==> src/rtl/pipe_stage_skid.sv <==
// Two-entry skid-buffered pipeline stage: registered in_ready/out_valid, strict FIFO order, synchronous flush.
// Optional back-pressure statistics counter enabled by defining PIPE_STAGE_STALL_STATS_EN.
module pipe_stage_skid #(
    parameter int               WIDTH  = 143,
    parameter logic [WIDTH-1:0] BUBBLE = '0
) (
    input  logic             clk,
    input  logic             rst,
    input  logic             clear,
    input  logic             in_valid,
    input  logic [WIDTH-1:0] in_data,
    output logic             in_ready,
    output logic             out_valid,
    output logic [WIDTH-1:0] out_data,
    input  logic             out_ready,
    output logic [15:0]      stall_cnt
);

    typedef enum logic [1:0] {
        EMPTY = 2'd0,
        ONE   = 2'd1,
        TWO   = 2'd2
    } state_t;

    state_t           state, state_next;
    logic [WIDTH-1:0] main_data, main_next;
    logic [WIDTH-1:0] skid_data, skid_next;
    logic             accept, drain;

    assign accept   = in_valid & in_ready;
    assign drain    = out_valid & out_ready;
    assign out_data = main_data;

    always_comb begin
        state_next = state;
        main_next  = main_data;
        skid_next  = skid_data;
        case (state)
            EMPTY: begin
                if (accept) begin
                    main_next  = in_data;
                    state_next = ONE;
                end
            end
            ONE: begin
                case ({accept, drain})
                    2'b10: begin
                        skid_next  = in_data;
                        state_next = TWO;
                    end
                    2'b01:   state_next = EMPTY;
                    2'b11:   main_next  = in_data;
                    default: state_next = ONE;
                endcase
            end
            TWO: begin
                // in_ready is low here, so the only possible event is a drain
                if (drain) begin
                    main_next  = skid_data;
                    state_next = ONE;
                end
            end
            default: state_next = EMPTY;
        endcase
        if (clear) begin
            state_next = EMPTY;
            main_next  = BUBBLE;
            skid_next  = BUBBLE;
        end
    end

    // Handshake flags are registered from the next state so neither port has a combinational input path
    always_ff @(posedge clk) begin
        if (rst) begin
            state     <= EMPTY;
            main_data <= BUBBLE;
            skid_data <= BUBBLE;
            in_ready  <= 1'b1;
            out_valid <= 1'b0;
        end else begin
            state     <= state_next;
            main_data <= main_next;
            skid_data <= skid_next;
            in_ready  <= (state_next != TWO);
            out_valid <= (state_next != EMPTY);
        end
    end

`ifdef PIPE_STAGE_STALL_STATS_EN
    function automatic logic [15:0] sat_inc(input logic [15:0] val);
        return (val == 16'hFFFF) ? val : val + 16'd1;
    endfunction

    // Counter survives clear on purpose; only rst returns it to zero
    always_ff @(posedge clk) begin
        if (rst)
            stall_cnt <= 16'd0;
        else if (out_valid && !out_ready)
            stall_cnt <= sat_inc(stall_cnt);
    end
`else
    assign stall_cnt = 16'd0;
`endif

endmodule

==> config.mk <==
export PLATFORM = sky130hd
export DESIGN_NAME = pipe_stage_skid
export DESIGN_NICKNAME = d
export VERILOG_FILES = /design/src/rtl/pipe_stage_skid.sv
export SDC_FILE = /design/constraint.sdc
export NUM_CORES = 1
export LEC_CHECK = 0
export CORE_ASPECT_RATIO = 0.8
export CORE_MARGIN = 2
export CORE_UTILIZATION = 45
export DETAILED_ROUTE_END_ITERATION = 8
export HOLD_SLACK_MARGIN = 0.05
export MAX_ROUTING_LAYER = met4
export PLACE_DENSITY = 0.76
export SLEW_MARGIN = 20
export SYNTH_ARGS = -nofsm -noshare
export SYNTH_HDL_FRONTEND = slang
export SYNTH_SLANG_ARGS = --single-unit
==> constraint.sdc <==
create_clock -name clk -period 2.5 [get_ports clk]
set_clock_uncertainty 0.15 [all_clocks]
set_input_delay 0.5 -clock clk [delete_from_list [all_inputs] [get_ports clk]]
set_output_delay 0.5 -clock clk [all_outputs]
set_load 0.005 [all_outputs]
Word-level counts from Yosys, hierarchy flattened
Cells that the tools add are included.
{"block": "totals", "register_bits": 290, "latch_bits": 0, "ramBits": 0, "mem_bits_ro": 0, "in_bits": 148, "out_inout_bits": 161, "wordCells": 31, "mem_count": 0}
{"block": "op_classes", "n_addsub": 0, "n_mul": 0, "div_mod_pow": 0, "order_cmp": 0, "eq_ne": 9, "shifts": 0, "n_mux": 9, "bitwise": 2, "reduce_logical": 6}
{"op": "$mux 143", "n": 3}
{"op": "$pmux 143 s3", "n": 1}
{"op": "$pmux 2 s3", "n": 2}
{"op": "$eq 2x2->1 const B", "n": 3}
{"op": "$mux 2", "n": 3}
{"op": "$ne 2x2->1 const B", "n": 3}
{"op": "$eq 2x1->1 const B", "n": 2}
{"op": "$reduce_and 4->1", "n": 1}
{"op": "$reduce_bool 3->1", "n": 1}
{"op": "$and 1x1->1", "n": 2}
{"op": "$logic_not 2->1", "n": 1}
{"op": "$ne 2x1->1 const B", "n": 1}
{"op": "$reduce_and 2->1", "n": 1}
{"op": "$reduce_bool 2->1", "n": 1}
{"op": "$reduce_or 2->1", "n": 1}

Logic depth before layout (Yosys ltp)
Gate-level depths: netlist (run 1).
{"block": "logic_depth", "word_depth": 6, "mapped_depth": 8, "depth_no_buf": 3}

Worst setup path after synthesis (run 1)
OpenSTA, ideal clock, no wires.
{"block": "synth_path", "path_kind": "input -> register", "startpoint": "in out_ready", "endpoint": "reg main_data[41] (netlist: out_data[41])", "setup_time_ns": 0.086, "t_arrival_ns": 1.747, "required_ns": 2.264, "path_slack_ns": 0.518, "path_stages": 8, "path_buffers": 5, "path_cell_list": "and4b_1 > buf_6 > buf_6 > a211o_1 > buf_6 > buf_6 > buf_6 > a211oi_1"}
{"block": "synth_via", "elab_chain_len": 4, "word_cells_on_any_way": 5, "cone_classes": "3 x eq/ne; 1 x bitwise; 1 x reduce/logical"}
{"element": "from (decl)", "line": "15", "text": "input logic out_ready,"}
{"element": "$and 1x1->1 *", "line": "31", "text": "assign drain = out_valid & out_ready;"}
{"element": "$eq 2x2->1", "line": "46", "text": "case ({accept, drain})"}
{"element": "$ne 2x1->1 (no line)"}
{"element": "$reduce_and 4->1 (no line) *"}
{"element": "to (signal assigned)", "line": "82", "text": "main_data <= main_next;"}
{"element": "to (decl)", "line": "26", "text": "logic [WIDTH-1:0] main_data, main_next;"}
Mark *: on every way between the ends. The rest lies on a longest branch, timed or not.
A chain may end at the register's enable or synchronous reset.

Worst setup path in the final report (run 1)
{"block": "layout_path", "startpoint": "reg out_valid", "endpoint": "out out_valid"}
{"element": "from (decl)", "line": "13", "text": "output logic out_valid,"}
{"element": "from (signal assigned)", "line": "85", "text": "out_valid <= (state_next != EMPTY);"}
No word-level cell between the ends.

==> tab_implementation.tex, run 1 <==
\begin{tabular}{lr}
\hline
Metric & Value \\
\hline
\multicolumn{2}{l}{\textbf{Status}} \\
Outcome & completed \\
\multicolumn{2}{l}{\textbf{Critical path}} \\
Critical path's top delay family & buffers and inverters \\
Crit path max fanout & 5 \\
CP max stage delay & 0.58 ns \\
Cell chain of the critical path & clkdlybuf4s50\_1 \\
Kind of end point of the critical path & output pin \\
Critical Path Slowest Stage Cell & sky130\_fd\_sc\_hd\_\_clkdlybuf4s50\_1 \\
Critical path required time & between 1.5 and 2 ns \\
Crit path buffers/inverters & 1 \\
Category of the critical setup timing path & flip-flop to output pin \\
Worst setup SP type & flip-flop \\
Arrival @ worst endpoint & 1.59 ns \\
\multicolumn{2}{l}{\textbf{Timing}} \\
Slew HR & a little over three fifths \\
Period Utilization, post-route & 89.5\% \\
Worst slew pin tran & 0.557 ns \\
Final hold viol count & 0 \\
Fin. max-slew vios & 0 \\
Min setup slack post-route & 0.263 ns \\
Total negative slack for setup checks & 0 ns \\
Final setup violation count & 0 \\
Setup repair after global routing missed its margin & false \\
Max frequency & 0.447 GHz \\
Post-route minimum period & 2.24 ns \\
\multicolumn{2}{l}{\textbf{Global routing}} \\
First-pass GRT wire length & 62200 um \\
Pin count of the biggest net entering global routing & 78 \\
GR Util All Layers & 26.2\% \\
Remaining global-route overflow & 0 \\
Initial antenna violation count & 1 \\
Vias in the first global route & 11.2k \\
\multicolumn{2}{l}{\textbf{Final layout}} \\
Synth-to-layout area growth & 32.7\% \\
Total number of nets in the final design & $\sim$1.7k \\
Util after Layout & 60.3\% \\
FILL cells & 2341 \\
Multi-input logic area & around 6200 um\^{}2 \\
Fraction of final layout cells sized beyond drive strength 1 & 6.48\% \\
FF+latch area & 5810 um\^{}2 \\
\multicolumn{2}{l}{\textbf{Clock tree}} \\
Hold-fix buffers at CTS & 0 \\
Post-cts sizing count & 0 \\
CTS buffer count & 29 \\
Clock tree from TritonCTS & done \\
CTS H-tree depth & 1 \\
Clock sink total & 290 \\
CTS Root Cell & sky130\_fd\_sc\_hd\_\_clkbuf\_16 \\
Clk Latency, worst-skew pair & approximately 0.55 ns \\
Total setup buffers inserted after CTS & 0 \\
Clock transition at the registers of the reported paths & 0.07 ns \\
Worst-case clock buffer depth & 3 \\
\multicolumn{2}{l}{\textbf{Floorplanning}} \\
Die width & 193 um \\
Std-Cell Core Area & 28100 um\^{}2 \\
Core Rows & 55 \\
Die outline area & 29800 um\^{}2 \\
Die height & 155 um \\
Ports & 309 \\
Starting Density & 45.5\% \\
\multicolumn{2}{l}{\textbf{Yosys}} \\
Number of storage elements in the synthesis netlist & 290 \\
Count of synthesis-stage warnings from yosys & 0 \\
Syn Std Cell Area & about 13000 um\^{}2 \\
Distinct cell type count of the synthesized netlist & 29 \\
Sequential cell area fraction in the yosys report & 45.4\% \\
Syn Inst Count & 1376 \\
Top cells by area, synth & sky130\_fd\_sc\_hd\_\_dfxtp\_1, sky130\_fd\_sc\_hd\_\_mux2i\_1, sky130\_fd\_sc\_hd\_\_a2111oi\_0 \\
Mapped Avg Cell Area & 9.30 um\^{}2 \\
Fraction of post-synthesis cell area in the top cell type by area & 45.4\% \\
Cell taking the most area after synthesis & sky130\_fd\_sc\_hd\_\_dfxtp\_1 \\
\multicolumn{2}{l}{\textbf{Run}} \\
Max\_cap viols & 0 \\
\multicolumn{2}{l}{\textbf{Route}} \\
First-iteration detailed-routing DRC count & 999 \\
Via/cell ratio & 6.21 \\
Total wire length & 39900 um \\
Routed wire per std cell & 20.5 um \\
Number of antenna-violating nets in the routed design & 0 \\
Routed via count & 12.1k \\
Pre-Repair DR Iteration Count & 7 \\
Post-route DRC & 0 \\
\multicolumn{2}{l}{\textbf{Power}} \\
Leakage power summed over all cells & 6.38 nW \\
Power per cell area & between 600 and 700 nW/um\^{}2 \\
Worst IR drop on VDD & 0.471 mV \\
Total chip power & 10.8 mW \\
\multicolumn{2}{l}{\textbf{Placement}} \\
Port Buf Inserts & 292 \\
Final GP Congestion & 0.838 \\
Detailed-placement wirelength estimate & approximately 24000 um \\
Post-Place Setup Slack & 0.0148 ns \\
\multicolumn{2}{l}{\textbf{Hold path}} \\
Worst hold path class & flip-flop to flip-flop \\
\hline
\end{tabular}
[sequential cells by signal, summed over array words and instances, names as in the netlist]
signal     flops
state          2
out_valid      1
out_data     143
skid_data    143
in_ready       1
[cell families (layout without fill, tap and decap cells)]
group | count (synthesis) | count (layout) | share of synthesized area (%)
and+or+nand+nor | 153 | 153 | 6.14
buffers and inverters | 208 | 391 | 7.34
muxes | 144 | 144 | 11.3
DFF | 290 | 290 | 45.4
AOI/OAI and AO/OA | 580 | 580 | 29.8
other | 1 | 18 | 0.0293
[per-stage QoR]
step	cell area, um^2	cells	hold WS (ns)
floorplan	12900	1391	0.303
global placement	16000	1893	0.309
detailed placement	16000	1893	0.315
CTS	17000	1944	0.324
global route	17000	1945	0.336
finish	17000	1946	0.322
[metal layers]
| layer | up-vias | routed length (um) | global-route usage (%) |
|---|---|---|---|
| li1 | 5648 | - | - |
| met1 | 5848 | 17400 | 37.1 |
| met2 | 508 | 18300 | 38.6 |
| met3 | 72 | 3210 | 4.31 |
| met4 | 0 | 1040 | 7.16 |
| met5 | - | 0 | - |
[cell usage in the layout, fill, tap and decap left out, drive strengths merged, types with 16 or more instances in the layout]
master | Yosys | layout
o21ai | 143 | 143
clkbuf | 154 | 37
buf | 54 | 48
conb | 1 | 16
clkdlybuf4s50 | 0 | 292
mux2i | 144 | 144
dfxtp | 290 | 290
a2111oi | 143 | 143
nand3 | 143 | 143
a211oi | 143 | 143
a21oi | 144 | 144
[final timing paths]
kind / depth (start not counted) / startpoint / slack [ns] / to
worst max-delay path: 1 / out_valid$_SDFF_PP0_ / 0.26 / out_valid
worst max register to register: 5 / state[1]$_SDFF_PP0_ / 0.40 / out_data[46]$_SDFFE_PP0P_
worst min register to register: 2 / skid_data[65]$_SDFFE_PP0P_ / 0.32 / skid_data[65]$_SDFFE_PP0P_
worst min-delay path: 2 / skid_data[65]$_SDFFE_PP0P_ / 0.32 / skid_data[65]$_SDFFE_PP0P_
[power breakdown]
group          total, mW  internal (mW)  switching (mW)  leakage, nW
sequential          4.86           4.77          0.0919         2.36
clock               4.38           2.51            1.88        0.450
combinational       1.55          0.737           0.810         3.57
[cells in the mapped netlist]
library cell,n
sky130_fd_sc_hd__o21ai_0,143
sky130_fd_sc_hd__or2_2,1
sky130_fd_sc_hd__and4b_1,1
sky130_fd_sc_hd__nor4bb_1,1
sky130_fd_sc_hd__nor3_1,1
sky130_fd_sc_hd__buf_6,11
sky130_fd_sc_hd__buf_1,14
sky130_fd_sc_hd__o31ai_1,1
sky130_fd_sc_hd__conb_1,1
sky130_fd_sc_hd__a21o_1,1
sky130_fd_sc_hd__mux2i_1,144
sky130_fd_sc_hd__dfxtp_1,290
sky130_fd_sc_hd__and2_1,1
sky130_fd_sc_hd__nand2_1,1
sky130_fd_sc_hd__a2111oi_0,143
sky130_fd_sc_hd__clkbuf_1,154
sky130_fd_sc_hd__a21boi_0,2
sky130_fd_sc_hd__nand3b_1,1
sky130_fd_sc_hd__a21oi_1,144
sky130_fd_sc_hd__buf_2,13
sky130_fd_sc_hd__a211o_1,1
sky130_fd_sc_hd__a211oi_1,143
sky130_fd_sc_hd__o21bai_1,1
sky130_fd_sc_hd__nand3_1,143
sky130_fd_sc_hd__and3b_1,1
sky130_fd_sc_hd__buf_4,16
sky130_fd_sc_hd__a21bo_2,1
sky130_fd_sc_hd__or3_1,1
sky130_fd_sc_hd__nand2b_1,1
[cell type report]
class                   instances  area share [%]
flip-flops and latches        290            34.2
well taps                     370            2.73
repair buffers                340            21.2
clock inverters                14           0.980
multi-input cells             893            36.3
clock buffers                  37            4.57
diodes                          2          0.0295
(Power assumes the default switching activity.)
==> run 2: changes to the inputs <==
--- a/config.mk
+++ b/config.mk
@@ -9,3 +9,3 @@
 export CORE_MARGIN = 2
-export CORE_UTILIZATION = 45
+export CORE_UTILIZATION = 50
 export DETAILED_ROUTE_END_ITERATION = 8
@@ -13,3 +13,3 @@
 export MAX_ROUTING_LAYER = met4
-export PLACE_DENSITY = 0.76
+export PLACE_DENSITY = 0.83
 export SLEW_MARGIN = 20
--- a/constraint.sdc
+++ b/constraint.sdc
@@ -4,2 +4,2 @@
 set_output_delay 0.5 -clock clk [all_outputs]
-set_load 0.005 [all_outputs]
+set_load 0.01 [all_outputs]
==> run 2 against run 1 <==
  * Cell count down 2.1%
  * Non-clock buffer count rose by 5
  * Die area fell by 9.8%
  * Final area rose by 0.29%
  * Clock power is 6.2% lower
  * Routed wire length is essentially flat
==> tab_implementation.tex, run 2 (synthesis gave the netlist of run 1 again) <==
\begin{tabular}{lr}
\hline
Metric & Value \\
\hline
\multicolumn{2}{l}{\textbf{Power}} \\
Worst IR drop on VDD & 0.534 mV (was 0.471 mV) \\
Leakage power summed over all cells & 6.43 nW (was 6.38 nW) \\
Power per cell area & 623 nW/um\^{}2 (was 635 nW/um\^{}2) \\
\multicolumn{2}{l}{\textbf{Clock tree}} \\
Clk Latency, worst-skew pair & 0.54 ns (was 0.55 ns) \\
CTS H-tree depth & 1 (unchanged) \\
CTS Root Cell & sky130\_fd\_sc\_hd\_\_clkbuf\_16 (unchanged) \\
Worst-case clock buffer depth & 3 (unchanged) \\
Clock transition at the registers of the reported paths & 0.07 ns (about the same) \\
Hold-fix buffers at CTS & 0 (unchanged) \\
Total setup buffers inserted after CTS & 0 (unchanged) \\
CTS buffer count & 29 (unchanged) \\
Post-cts sizing count & 0 (unchanged) \\
Clock sink total & 290 (unchanged) \\
Clock tree from TritonCTS & done (unchanged) \\
\multicolumn{2}{l}{\textbf{Timing}} \\
Post-route minimum period & 2.28 ns (was 2.24 ns) \\
Slew HR & 61.9\% (was 62.9\%) \\
Period Utilization, post-route & 91.4\% (was 89.5\%) \\
Fin. max-slew vios & 0 (unchanged) \\
Max frequency & 0.438 GHz (was 0.447 GHz) \\
Min setup slack post-route & 0.215 ns (was 0.263 ns) \\
Worst slew pin tran & 0.558 ns (was 0.557 ns) \\
Setup repair after global routing missed its margin & false (unchanged) \\
Final setup violation count & 0 (unchanged) \\
Final hold viol count & 0 (unchanged) \\
\multicolumn{2}{l}{\textbf{Route}} \\
Routed via count & 12.3k (was 12.1k) \\
Routed wire per std cell & 20.9 um (was 20.5 um) \\
Post-route DRC & 0 (unchanged) \\
Total wire length & 39900 um (about the same) \\
Number of antenna-violating nets in the routed design & 0 (unchanged) \\
Via/cell ratio & 6.44 (was 6.21) \\
Pre-Repair DR Iteration Count & 5 (was 7) \\
First-iteration detailed-routing DRC count & 1187 (was 999) \\
\multicolumn{2}{l}{\textbf{Global routing}} \\
Remaining global-route overflow & 0 (unchanged) \\
Pin count of the biggest net entering global routing & 81 (was 78) \\
First-pass GRT wire length & 63500 um (was 62200 um) \\
GR Util All Layers & 29.3\% (was 26.2\%) \\
Vias in the first global route & 11.7k (was 11.2k) \\
Initial antenna violation count & 1 (unchanged) \\
\multicolumn{2}{l}{\textbf{Floorplanning}} \\
Die width & 183 um (was 193 um) \\
Core Rows & 52 (was 55) \\
Die height & 147 um (was 155 um) \\
Ports & 309 (unchanged) \\
Die outline area & 26900 um\^{}2 (was 29800 um\^{}2) \\
Starting Density & 50.7\% (was 45.5\%) \\
Std-Cell Core Area & 25200 um\^{}2 (was 28100 um\^{}2) \\
\multicolumn{2}{l}{\textbf{Placement}} \\
Final GP Congestion & 0.818 (was 0.838) \\
Placed instance area & 16100 um\^{}2 (was 16000 um\^{}2) \\
Post-Place Setup Slack & -0.0107 ns (was 0.0148 ns) \\
Detailed-placement wirelength estimate & 23900 um (was 23700 um) \\
Port Buf Inserts & 292 (unchanged) \\
\multicolumn{2}{l}{\textbf{Critical path}} \\
Crit path max fanout & 5 (unchanged) \\
Cell count of the worst reg-to-reg path & 5 (unchanged) \\
Worst flop-to-flop path startpoint & state[1]\$\_SDFF\_PP0\_ (unchanged) \\
Endpoint of the lowest-slack register-to-register path & out\_data[84]\$\_SDFFE\_PP0P\_ (was out\_data[46]\$\_SDFFE\_PP0P\_) \\
Internal reg-to-reg setup slack & 0.31 ns (was 0.40 ns) \\
Arrival @ worst endpoint & 1.63 ns (was 1.59 ns) \\
CP max stage delay & 0.63 ns (was 0.58 ns) \\
Category of the critical setup timing path & flip-flop to output pin (unchanged) \\
Worst setup SP type & flip-flop (unchanged) \\
Crit path buffers/inverters & 1 (unchanged) \\
Cell chain of the critical path & clkdlybuf4s50\_1 (unchanged) \\
Kind of end point of the critical path & output pin (unchanged) \\
Critical Path Slowest Stage Cell & sky130\_fd\_sc\_hd\_\_clkdlybuf4s50\_1 (unchanged) \\
Critical path's top delay family & buffers and inverters (unchanged) \\
Critical path required time & 1.85 ns (about the same) \\
\multicolumn{2}{l}{\textbf{Final layout}} \\
Most common library cell in the layout ignoring fill and taps & sky130\_fd\_sc\_hd\_\_clkdlybuf4s50\_1 (unchanged) \\
Synth-to-layout area growth & 33.1\% (was 32.7\%) \\
Fraction of final layout cells sized beyond drive strength 1 & 6.64\% (was 6.48\%) \\
FILL cells & 1952 (was 2341) \\
Total number of nets in the final design & 1707 (was 1702) \\
Most used cells in the layout excluding fill and tap cells & sky130\_fd\_sc\_hd\_\_clkdlybuf4s50\_1, sky130\_fd\_sc\_hd\_\_dfxtp\_1, sky130\_fd\_sc\_hd\_\_mux2i\_1, sky130\_fd\_sc\_hd\_\_a21oi\_1 (unchanged) \\
Final standard cell area without fillers & 17000 um\^{}2 (about the same) \\
\multicolumn{2}{l}{\textbf{Hold path}} \\
End of the worst hold path & skid\_data[40]\$\_SDFFE\_PP0P\_ (was skid\_data[65]\$\_SDFFE\_PP0P\_) \\
Number of cells traversed by the worst hold path & 2 (unchanged) \\
Worst hold path class & flip-flop to flip-flop (unchanged) \\
Min-Delay Startpoint & skid\_data[40]\$\_SDFFE\_PP0P\_ (was skid\_data[65]\$\_SDFFE\_PP0P\_) \\
\multicolumn{2}{l}{\textbf{Run}} \\
Max\_cap viols & 0 (unchanged) \\
\multicolumn{2}{l}{\textbf{Status}} \\
Outcome & completed (unchanged) \\
\hline
\end{tabular}
run 2: changes by cell type in the layout (fill, tap and decap cells not counted):
cell,delta
sky130_fd_sc_hd__clkinv_2,+3
sky130_fd_sc_hd__clkinv_4,-2
sky130_fd_sc_hd__buf_12,+10
sky130_fd_sc_hd__buf_4,-5
sky130_fd_sc_hd__clkbuf_8,+4
sky130_fd_sc_hd__bufinv_16,-3
sky130_fd_sc_hd__inv_6,-1
sky130_fd_sc_hd__clkbuf_1,+4
sky130_fd_sc_hd__diode_2,-1
sky130_fd_sc_hd__clkinvlp_4,-3
run 2: layer usage:
metal	vias up	global-route usage (%)	part of all wire (%)
li1	5662	-	-
met1	5921	39.1	42
met2	614	45.6	46
met3	69	6.05	9.6
met4	0	7.64	2.4
met5	-	-	0
run 2: how the worst max path moves through the flow:
stage	from	endpoint	slack [ns]	depth (start not counted)
2_1_floorplan	out_ready	out_data[41]$_SDFFE_PP0P_	0.52	8
3_3_place_gp	in_valid	out_data[97]$_SDFFE_PP0P_	0.12	6
3_5_place_dp	in_valid	out_data[61]$_SDFFE_PP0P_	-0.01	6
4_1_cts	out_valid$_SDFF_PP0_	out_valid	0.19	1
5_1_grt	out_valid$_SDFF_PP0_	out_valid	0.16	1
6_report	out_valid$_SDFF_PP0_	out_valid	0.22	1
run 2: layout make-up:
class	count	area, um^2	area share (%)
clock inverter	8	42.5	0.250
sequential	290	5810	34.1
antenna	1	2.50	0.0147
tap	324	405	2.38
clock buffer	45	846	4.97
multi-input combinational	893	6170	36.2
timing repair buffer	345	3760	22.1
run 2: tightest hold or removal path, delay by kind of cell, from the launching register on:
family	cells	cell delay [ns]
AOI/OAI and AO/OA	2	0.12
DFF	1	0.31
run 2: per-stage QoR:
step | TNS (ns) | hold slack (ns) | util [%] | cells | power [mW]
after global routing | 0 | 0.338 | 67.5 | 1906 | 11.0
after CTS | 0 | 0.324 | 67.4 | 1905 | 10.6
after detailed placement | -0.0196 | 0.316 | 63.9 | 1852 | 6.58
final | 0 | 0.323 | 67.5 | 1906 | 10.6
after floorplan | 0 | 0.303 | - | 1391 | 5.73
after global placement | 0 | 0.309 | 63.9 | 1852 | 6.55
run 2: where the power goes:
| part | leakage [nW] | internal [mW] | switching [mW] |
|---|---|---|---|
| clock | 0.440 | 2.31 | 1.79 |
| sequential | 2.36 | 4.77 | 0.0907 |
| combinational | 3.63 | 0.766 | 0.875 |
==> run 3: changes to the inputs <==
Settings changed: ABC_AREA set to 1, CORE_MARGIN 2 to not set, PLACE_DENSITY 0.83 to 0.82.
==> run 3 against run 2 <==
  * Cell count grew 36%
  * Sequential share of layout area rose by 0.082 points
  * Synthesized cell count increased by 48%
  * Core utilization down 0.46 points
  * Non-clock buffer count down 28
  * Hold slack gained 0.0097 ns
  * First-iteration DRC count fell by 25%
  * Via count increased by 5.0%
  * Global-route usage down 2.2 points
  * Flip-flop and latch count unchanged
  * Sequential power about the same
  * Critical path type unchanged
  * Largest cell class unchanged
  * Largest power group unchanged
==> tab_implementation.tex, run 3 <==
\begin{tabular}{lr}
\hline
Metric & Value \\
\hline
\multicolumn{2}{l}{\textbf{Timing}} \\
Max frequency & 0.459 GHz (was 0.438 GHz) \\
Final hold viol count & 0 (unchanged) \\
Final setup violation count & 0 (unchanged) \\
Post-route minimum period & 2.18 ns (was 2.28 ns) \\
Slew HR & 53.1\% (was 61.9\%) \\
Worst slew pin tran & 0.703 ns (was 0.558 ns) \\
Setup repair after global routing missed its margin & false (unchanged) \\
Total negative slack for setup checks & 0 ns (unchanged) \\
Fin. max-slew vios & 0 (unchanged) \\
Final Hold Slack & 0.333 ns (was 0.323 ns) \\
Min setup slack post-route & 0.322 ns (was 0.215 ns) \\
Period Utilization, post-route & 87.1\% (was 91.4\%) \\
\multicolumn{2}{l}{\textbf{Final layout}} \\
Fraction of final layout cells sized beyond drive strength 1 & 3.65\% (was 6.64\%) \\
Util after Layout & 67.0\% (was 67.5\%) \\
Total number of nets in the final design & 2399 (was 1707) \\
Most common library cell in the layout ignoring fill and taps & sky130\_fd\_sc\_hd\_\_nand2\_1 (was sky130\_fd\_sc\_hd\_\_clkdlybuf4s50\_1) \\
Synth-to-layout area growth & 30.9\% (was 33.1\%) \\
Most used cells in the layout excluding fill and tap cells & sky130\_fd\_sc\_hd\_\_nand2\_1, sky130\_fd\_sc\_hd\_\_nor2\_1, sky130\_fd\_sc\_hd\_\_clkdlybuf4s50\_1 (was sky130\_fd\_sc\_hd\_\_clkdlybuf4s50\_1, sky130\_fd\_sc\_hd\_\_dfxtp\_1, sky130\_fd\_sc\_hd\_\_mux2i\_1, sky130\_fd\_sc\_hd\_\_a21oi\_1) \\
\multicolumn{2}{l}{\textbf{Floorplanning}} \\
Std-Cell Core Area & 25400 um\^{}2 (was 25200 um\^{}2) \\
Ports & 309 (unchanged) \\
Starting Density & 51.2\% (was 50.7\%) \\
Die outline area & 26600 um\^{}2 (was 26900 um\^{}2) \\
Die width & 182 um (was 183 um) \\
Core Rows & 52 (unchanged) \\
Die height & 146 um (was 147 um) \\
\multicolumn{2}{l}{\textbf{Yosys}} \\
Most common library cells after synthesis & sky130\_fd\_sc\_hd\_\_nand2\_1, sky130\_fd\_sc\_hd\_\_nor2\_1, sky130\_fd\_sc\_hd\_\_dfxtp\_1 (was sky130\_fd\_sc\_hd\_\_dfxtp\_1, sky130\_fd\_sc\_hd\_\_clkbuf\_1, sky130\_fd\_sc\_hd\_\_a21oi\_1, sky130\_fd\_sc\_hd\_\_mux2i\_1) \\
Cell taking the most area after synthesis & sky130\_fd\_sc\_hd\_\_dfxtp\_1 (unchanged) \\
Distinct cell type count of the synthesized netlist & 20 (was 29) \\
Prevailing post-synth register cell & sky130\_fd\_sc\_hd\_\_dfxtp\_1 (unchanged) \\
Mapped Avg Cell Area & 6.36 um\^{}2 (was 9.30 um\^{}2) \\
Count of synthesis-stage warnings from yosys & 0 (unchanged) \\
Post-synth EDFFs & 0 (unchanged) \\
Fraction of post-synthesis cell area in the top cell type by area & 44.7\% (was 45.4\%) \\
Syn Inst Count & 2042 (was 1376) \\
Synth async-reset ratio & 0\% (unchanged) \\
Sequential cell area fraction in the yosys report & 44.7\% (was 45.4\%) \\
Library cell with the highest instance count after synthesis & sky130\_fd\_sc\_hd\_\_nand2\_1 (was sky130\_fd\_sc\_hd\_\_dfxtp\_1) \\
Top cells by area, synth & sky130\_fd\_sc\_hd\_\_dfxtp\_1, sky130\_fd\_sc\_hd\_\_nand2\_1, sky130\_fd\_sc\_hd\_\_nor2\_1 (was sky130\_fd\_sc\_hd\_\_dfxtp\_1, sky130\_fd\_sc\_hd\_\_mux2i\_1, sky130\_fd\_sc\_hd\_\_a2111oi\_0) \\
Syn Std Cell Area & 13000 um\^{}2 (was 12800 um\^{}2) \\
Number of storage elements in the synthesis netlist & 290 (unchanged) \\
\multicolumn{2}{l}{\textbf{Route}} \\
Routed wire per std cell & 13.7 um (was 20.9 um) \\
Total wire length & 35600 um (was 39900 um) \\
First-iteration detailed-routing DRC count & 892 (was 1187) \\
Number of antenna-violating nets in the routed design & 0 (unchanged) \\
Post-route DRC & 0 (unchanged) \\
Via/cell ratio & 4.96 (was 6.44) \\
Pre-Repair DR Iteration Count & 7 (was 5) \\
Routed via count & 12.9k (was 12.3k) \\
\multicolumn{2}{l}{\textbf{Placement}} \\
Final GP Congestion & 0.842 (was 0.818) \\
Detailed-placement wirelength estimate & 21900 um (was 23900 um) \\
Port Buf Inserts & 292 (unchanged) \\
Post-Place Setup Slack & 0.227 ns (was -0.0107 ns) \\
\multicolumn{2}{l}{\textbf{Clock tree}} \\
CTS buffer count & 30 (was 29) \\
Clock sink total & 290 (unchanged) \\
Clock tree from TritonCTS & done (unchanged) \\
CTS H-tree depth & 1 (unchanged) \\
Clock transition at the registers of the reported paths & 0.06 ns (was 0.07 ns) \\
Hold-fix buffers at CTS & 0 (unchanged) \\
Worst-case clock buffer depth & 3 (unchanged) \\
Post-cts sizing count & 0 (unchanged) \\
CTS Root Cell & sky130\_fd\_sc\_hd\_\_clkbuf\_16 (unchanged) \\
Clk Latency, worst-skew pair & 0.55 ns (was 0.54 ns) \\
Total setup buffers inserted after CTS & 0 (unchanged) \\
\multicolumn{2}{l}{\textbf{Critical path}} \\
CP max stage delay & 0.60 ns (was 0.63 ns) \\
Crit path buffers/inverters & 1 (unchanged) \\
Crit path max fanout & 3 (was 5) \\
Critical path's top delay family & buffers and inverters (unchanged) \\
Cell count of the worst reg-to-reg path & 7 (was 5) \\
Endpoint of the lowest-slack register-to-register path & out\_data[89]\$\_SDFFE\_PP0P\_ (was out\_data[84]\$\_SDFFE\_PP0P\_) \\
Kind of end point of the critical path & output pin (unchanged) \\
Cell chain of the critical path & clkdlybuf4s50\_1 (unchanged) \\
Category of the critical setup timing path & flip-flop to output pin (unchanged) \\
Count of cell instances traversed by the critical path & 1 (unchanged) \\
Critical Path Slowest Stage Cell & sky130\_fd\_sc\_hd\_\_clkdlybuf4s50\_1 (unchanged) \\
Arrival @ worst endpoint & 1.53 ns (was 1.63 ns) \\
Critical path required time & 1.85 ns (about the same) \\
Internal reg-to-reg setup slack & 0.53 ns (was 0.31 ns) \\
Worst setup SP type & flip-flop (unchanged) \\
Worst flop-to-flop path startpoint & state[0]\$\_SDFF\_PP0\_ (was state[1]\$\_SDFF\_PP0\_) \\
\multicolumn{2}{l}{\textbf{Hold path}} \\
Min-Delay Startpoint & skid\_data[9]\$\_SDFFE\_PP0P\_ (was skid\_data[40]\$\_SDFFE\_PP0P\_) \\
Worst hold path class & flip-flop to flip-flop (unchanged) \\
Number of cells traversed by the worst hold path & 2 (unchanged) \\
End of the worst hold path & skid\_data[9]\$\_SDFFE\_PP0P\_ (was skid\_data[40]\$\_SDFFE\_PP0P\_) \\
\multicolumn{2}{l}{\textbf{Status}} \\
Outcome & completed (unchanged) \\
\multicolumn{2}{l}{\textbf{Power}} \\
Power per cell area & 651 nW/um\^{}2 (was 623 nW/um\^{}2) \\
Leakage power summed over all cells & 7.48 nW (was 6.43 nW) \\
Worst IR drop on VDD & 0.595 mV (was 0.534 mV) \\
\multicolumn{2}{l}{\textbf{Global routing}} \\
Initial antenna violation count & 1 (unchanged) \\
GR Util All Layers & 27.1\% (was 29.3\%) \\
Vias in the first global route & 12.1k (was 11.7k) \\
First-pass GRT wire length & 58700 um (was 63500 um) \\
Pin count of the biggest net entering global routing & 116 (was 81) \\
Remaining global-route overflow & 0 (unchanged) \\
\multicolumn{2}{l}{\textbf{Run}} \\
Max\_cap viols & 0 (unchanged) \\
\hline
\end{tabular}
run 3: cell families after synthesis:
logic type,count (synthesis),synth area share (%)
AND/OR/NAND/NOR,1303,39.2
buffers and inverters,303,10.5
flip-flops,290,44.7
AO/OA/AOI/OAI,145,5.62
other,1,0.0289
run 3: final cells by class:
cell class / instances / area [um^2]
Antenna cell: 1 / 2.50
Clock buffer: 46 / 933
Multi-Input combinational cell: 1464 / 5900
Inverter: 148 / 561
Clock inverter: 9 / 126
Sequential cell: 290 / 5810
Timing Repair Buffer: 317 / 3260
Tap cell: 324 / 405
Fill cell: 2123 / 8380
run 3: worst max path at each step:
stage	start	to	slack (ns)
after CTS	out_valid$_SDFF_PP0_	out_valid	0.28
after global routing	out_valid$_SDFF_PP0_	out_valid	0.26
after floorplan	in_valid	skid_data[100]$_SDFFE_PP0P_	0.94
final	out_valid$_SDFF_PP0_	out_valid	0.32
after global placement	clear	skid_data[68]$_SDFFE_PP0P_	0.29
after detailed placement	clear	skid_data[80]$_SDFFE_PP0P_	0.23
run 3: routing by layer:
layer | up-vias | part of all wire (%) | track usage, %
met5 | - | 0 | -
li1 | 6579 | - | -
met4 | 0 | 3.8 | 10.8
met3 | 83 | 6.2 | 4.51
met2 | 402 | 46 | 42.7
met1 | 5818 | 44 | 34.7
run 3: through the flow:
| stage | power (mW) | instance area [um^2] | instances |
|---|---|---|---|
| 4_1_cts | 11.1 | 17000 | 2598 |
| 3_3_place_gp | 6.38 | 15900 | 2543 |
| 3_5_place_dp | 6.42 | 15900 | 2543 |
| 6_report | 11.1 | 17000 | 2599 |
| 5_1_grt | 11.5 | 17000 | 2599 |
| 2_1_floorplan | 5.75 | 13000 | 2057 |
run 3: where the power goes:
part           total (mW)  internal, mW  switching [mW]
Combinational        1.47         0.676           0.792
Clock                4.73          2.87            1.87
Sequential           4.86          4.77          0.0883
Total                11.1          8.32            2.75
